**src/rtl/cla64_operand_loader.sv**
```systemverilog
// Operand loader / result capture wrapped around the external 64-bit CLA.
// Streams A then B in LSB-first beats, fires one ADD cycle, holds the result until it is taken.
module cla64_operand_loader #(
  parameter  int BEAT_W = 16,
  localparam int BEATS  = 64 / BEAT_W
) (
  input  logic              clk,
  input  logic              rst,
  input  logic              in_valid,
  output logic              in_ready,
  input  logic [BEAT_W-1:0] in_data,
  input  logic              in_cin,
  output logic [63:0]       op_a,
  output logic [63:0]       op_b,
  output logic              op_cin,
  output logic              op_valid,
  input  logic [63:0]       add_sum,
  input  logic              add_cout,
  output logic              res_valid,
  input  logic              res_ready,
  output logic [63:0]       res_sum,
  output logic              res_cout
);

  // state  | meaning
  // LOAD_A | collecting operand A beats
  // LOAD_B | collecting operand B beats, carry-in taken with the last one
  // ADD    | operands stable, adder result captured at the closing edge
  // HOLD   | result presented until res_ready

  localparam int CNT_W = (BEATS > 1) ? $clog2(BEATS) : 1;

  typedef enum logic [1:0] {
    LOAD_A = 2'd0,
    LOAD_B = 2'd1,
    ADD    = 2'd2,
    HOLD   = 2'd3
  } state_t;

  state_t           state;
  state_t           state_nxt;
  logic [CNT_W-1:0] cnt;
  logic             beat_xfer;
  logic             last_beat;
  logic             res_xfer;

  assign last_beat = (cnt == CNT_W'(BEATS - 1));
  assign beat_xfer = in_valid && in_ready;
  assign res_xfer  = res_valid && res_ready;

  always_ff @(posedge clk) begin
    if (rst) begin
      state <= LOAD_A;
    end else begin
      state <= state_nxt;
    end
  end

  always_comb begin
    state_nxt = state;
    in_ready  = 1'b0;
    op_valid  = 1'b0;
    case (state)
      LOAD_A: begin
        in_ready = !rst;
        if (beat_xfer && last_beat) state_nxt = LOAD_B;
      end
      LOAD_B: begin
        in_ready = !rst;
        if (beat_xfer && last_beat) state_nxt = ADD;
      end
      ADD: begin
        op_valid  = !rst;
        state_nxt = HOLD;
      end
      HOLD: begin
        if (res_xfer) state_nxt = LOAD_A;
      end
      default: state_nxt = LOAD_A;
    endcase
  end

  // Operands are deliberately not cleared between transactions; every slice is rewritten by the next load.
  always_ff @(posedge clk) begin
    if (rst) begin
      cnt       <= '0;
      op_a      <= '0;
      op_b      <= '0;
      op_cin    <= 1'b0;
      res_valid <= 1'b0;
      res_sum   <= '0;
      res_cout  <= 1'b0;
    end else begin
      if (beat_xfer) begin
        for (int i = 0; i < BEATS; i++) begin
          if (cnt == CNT_W'(i)) begin
            if (state == LOAD_A) op_a[i*BEAT_W +: BEAT_W] <= in_data;
            else                 op_b[i*BEAT_W +: BEAT_W] <= in_data;
          end
        end
        cnt <= last_beat ? '0 : cnt + CNT_W'(1);
        if (state == LOAD_B && last_beat) op_cin <= in_cin;
      end
      if (state == ADD) begin
        res_sum   <= add_sum;
        res_cout  <= add_cout;
        res_valid <= 1'b1;
      end
      if (state == HOLD && res_xfer) begin
        res_valid <= 1'b0;
      end
    end
  end

endmodule

```
**config.mk**
```make
export PLATFORM = sky130hd
export DESIGN_NAME = cla64_operand_loader
export DESIGN_NICKNAME = d
export VERILOG_FILES = /design/src/rtl/cla64_operand_loader.sv
export SDC_FILE = /design/constraint.sdc
export NUM_CORES = 1
export LEC_CHECK = 0
export CORE_ASPECT_RATIO = 0.6
export CORE_MARGIN = 2
export CORE_UTILIZATION = 47
export CTS_CLUSTER_DIAMETER = 120
export DETAILED_ROUTE_END_ITERATION = 16
export MAX_ROUTING_LAYER = met4
export PLACE_DENSITY = 0.89
export SLEW_MARGIN = 20
export SYNTH_ARGS = -nofsm -noshare
export SYNTH_HDL_FRONTEND = slang
export SYNTH_SLANG_ARGS = --single-unit
```
**constraint.sdc**
```tcl
create_clock -name clk -period 5.39 [get_ports clk]
set_input_delay 0.8085 -clock clk [delete_from_list [all_inputs] [get_ports clk]]
set_output_delay 0.8085 -clock clk [all_outputs]
set_load 0.01 [all_outputs]
```
# After elaboration in Yosys (flattened, before gate mapping)

Cells that the tools add are included.

Register bits after elaboration: 199
Input bits: 86
Output and inout bits: 197
Word-level logic and storage cells: 52

$add $sub $neg: 1
Equality and inequality tests: 9
Multiplexer cells: 7
Bitwise operators: 1
Reduce and logical (&&, ||, !) cells: 20

Operator list:

| operator              | count |
|---|---|
| $reduce_and A3 Y1     | 9 |
| $eq A2 B2 Y1 const B  | 4 |
| $mux W2               | 4 |
| $pmux W2 S4           | 1 |
| $ne A2 B2 Y1 const B  | 3 |
| $logic_and A1 B1 Y1   | 5 |
| $eq A2 B1 Y1 const B  | 2 |
| $logic_not A2 Y1      | 2 |
| $reduce_or A2 Y1      | 2 |
| $add A2 B1 Y2 const B | 1 |
| $mux W1               | 2 |
| $reduce_and A2 Y1     | 1 |
| $logic_not A1 Y1      | 1 |
| $not A1 Y1            | 1 |

# Depth between registers and ports, before layout

Word-level depth: 7
Mapped depth: 8
Gate-level depth less buffers: 5

# Worst setup path before layout

No wires, ideal clock.

Path type: in2out
Start point: input port rst
End point: output port in_ready
Arrival: 1613 ps
Required time: 4582 ps
Setup slack: 2969 ps
Stages: 5
Cells stage by stage: buf_2 buf_2 buf_2 buf_2 nor2_1

Longest elaborated chain between the ends: 2

Ends and longest elaborated chain:

| what               | RTL line | RTL |
|---|---|---|
| start: declaration | 8        | `input logic rst,` |
| $logic_not A1 Y1   | 65, 69   |  |
| $mux W1            | -        |  |
| end: declaration   | 10       | `output logic in_ready,` |

No other way between the ends.

# Worst setup path after layout

Start point: register state[0]
End point: output port in_ready

Longest elaborated chain between the ends: 3
Elaborated cells between the ends (all ways): 4
Classes of those cells: eq/ne: 1; mux: 1; reduce/logical: 2

Ends and longest elaborated chain:

| what                                                    | RTL line | RTL |
|---|---|---|
| start: declaration                                      | 40       | `state_t state;` |
| start signal: assignment                                | 55       | `state <= state_nxt;` |
| $eq A2 B1 Y1 / $logic_not A2 Y1 (equally long branches) | 63       | `case (state)` |
| $reduce_or A2 Y1 (no line) *                            | -        |  |
| $mux W1 *                                               | -        |  |

Mark *: on every way between the ends. The rest lies on a longest branch, timed or not.

==> flow_summary.yaml <==
clocking:
  cts_num_sinks: 199
  cts_buffers: 17
  holdBufCountCts: 0
  clk_latency_ns: 0.42
  cts-root-buf: "clkbuf_16"
  cts_tree: "yes"
  cts_buffer_depth: 2
  cts.reportedPaths.clkPinSlew_ns: 0.07
  post_cts_resized: 0
  cts-htree-levels: 4
  cts_setup_buffers: 0
grt:
  grt_first_pass_wirelength_um: 34000
  grt_max_degree: 129
  antenna_found_initial: 0
  grt_pass1_vias: 6269
  overflow: 0
  grt_use_total: 0.264
sta:
  tightest_slew_ns: 1.10
  max_freq_ghz: 0.335
  period_needed_ns: 2.98
  setup_violations: 0
  rsz0062_at_grt: "false"
  hold_ws_ns: 0.455
  finalCritPeriodShare: 0.553
  fin_ws_ns: 2.41
  relSlewSlack: 0.270
  maxSlewViolCount: 0
  setup_tns_ns: 0
  finalHoldViolCount: 0
  finalClockSkew_ns: 0.0170
setup_path:
  path_cells: "inv_1, ha_1, nor2_1, nor2_1, clkdlybuf4s50_1"
  slowest_stage: "clkdlybuf4s50_1"
  cp-end-kind: "output port"
  path_class: "reg2out"
  r2r_start: "state[0]"
  crit_buf_inv: 2
  startpoint: "state[0]"
  worst-endpoint-arrival_ns: 2.17
  path_delay_family: "buffers and inverters"
  cp.required_ns: 4.58
  slowest_delay_ns: 0.55
  critPathMaxFanout: 14
  crit_path_frequent_cell: "nor2_1"
  setup.worst_path.start_class: "flip-flop"
die:
  row_count: 35
  die-area_um2: 16900
  chipWidth_um: 167
  start_util: 0.483
  ios: 283
  core_area_um2: 15500
  die_y_um: 102
logic_synthesis:
  synth_fp_nets: 923
  ys_ff_latch: 199
  syn_avg_cell_area_um2: 9.01
  synthCells: 829
  netlist_area_um2: 7470
  yosysWarningCount: 0
  ys_seq_area_frac: 0.534
  synth_cell_types: 30
final_layout:
  final_common_cell: "clkdlybuf4s50_1"
  final_cell_mix: "281 x clkdlybuf4s50_1, 199 x dfxtp_1, 129 x nand2_1"
  final_cells: 1265
  final_util: 0.694
  final_area_um2: 10700
  antenna_cells: 0
  drive_gt1_frac: 0.0461
  nets: 1146
  synthToLayoutAreaGrowth_pct: 43.7
pwr:
  peakVddDrop_uv: 182
  p_leak_nw: 3.63
  power_density_nw_per_um2: 294
  finalPower_mw: 3.15
detailed_routing:
  vias_per_cell: 5.28
  ant_nets: 0
  drc_errors: 0
  vias: 6675
  drt_pass1_iterations: 5
  wirelength_um: 22700
  wl_per_cell_um: 18.0
  dr.first_iter.drc_count: 824
place:
  dp_hpwl_um: 15700
  dpl_cell_area_um2: 10200
  dp_worst_setup_slack_ns: 2.06
  gp_congestion: 0.820
  placed_cells: 1236
  io_buffers: 282
run:
  drv_cap: 0
outcome:
  outcome: "complete, no violations"
worst_hold_path:
  hp-class: "reg2reg"
  worstHoldStart: "op_a[12]"
[sequential cells by signal, summed over array words and instances, names as in the netlist]
| name | flops |
|---|---|
| cnt | 2 |
| op_a | 64 |
| op_b | 64 |
| op_cin | 1 |
| res_cout | 1 |
| res_sum | 64 |
| res_valid | 1 |
| state | 2 |
[power breakdown]
part / internal, mW / total, mW / switching, mW
combinational: 0.198 / 0.457 / 0.259
clock: 0.602 / 1.15 / 0.550
sequential: 1.52 / 1.54 / 0.0287
total: 2.32 / 3.15 / 0.838
[logic make-up after synthesis]
group                      Yosys count  share of synthesized area
AOI/OAI and AO/OA                  169                      0.116
DFF                                199                      0.534
adders and majority gates            8                     0.0134
buffers and inverters               89                     0.0533
and+or+nand+nor                    281                      0.166
muxes                               83                      0.118
[cell type report]
type	count	area (um^2)
inverters	8	30.0
clock buffers	20	447
fillers	1187	4730
flip-flops and latches	199	3980
well taps	203	254
clock inverters	9	70.1
repair buffers	285	2850
multi-input cells	541	3100
[worst reg2reg max path: cells and delay by family, from the launching register on]
| family | cells | cell delay (ns) |
|---|---|---|
| DFF | 1 | 0.39 |
| muxes | 1 | 0.39 |
| and+or+nand+nor | 2 | 1.39 |
| adders and majority gates | 1 | 0.36 |
| buffers and inverters | 1 | 0.11 |
[cell usage after synthesis]
cell type / instances / area, um^2
and4b_1: 4 / 40.0
mux2i_1: 68 / 681
buf_2: 35 / 175
nand2_4: 1 / 11.3
a21oi_1: 113 / 566
buf_1: 4 / 15.0
o21ai_1: 3 / 15.0
nor2_1: 71 / 267
clkbuf_1: 37 / 139
nor2b_1: 18 / 113
ha_1: 8 / 100
o41ai_1: 2 / 17.5
a2bb2oi_1: 1 / 8.76
nand2_1: 129 / 484
nand4b_1: 4 / 35.0
dfxtp_1: 199 / 3980
o21ai_0: 48 / 240
nand3_1: 49 / 245
nand2b_1: 2 / 12.5
a21boi_0: 1 / 7.51
buf_4: 3 / 22.5
clkbuf_2: 1 / 5.00
mux2_2: 6 / 67.6
nand4bb_1: 1 / 11.3
and4bb_2: 1 / 12.5
buf_6: 1 / 11.3
or3_1: 1 / 6.26
inv_1: 8 / 30.0
a311oi_1: 1 / 8.76
mux2_4: 9 / 135
[final timing paths]
kind	to	cells past startpoint	slack, ns
worst max-delay path	in_ready	5	2.41
worst min-delay path	op_a[12]	2	0.45
worst max register to register	op_b[7]	5	2.65
worst min register to register	op_a[12]	2	0.45
[per-layer routing]
metal	GRT usage	wire, um	up-vias
met1	0.339	9650	3116
li1	-	-	3211
met5	-	0	-
met4	0.0663	369	0
met2	0.394	10100	310
met3	0.0993	2630	38
No activity file was read; power rests on OpenSTA's default activity.
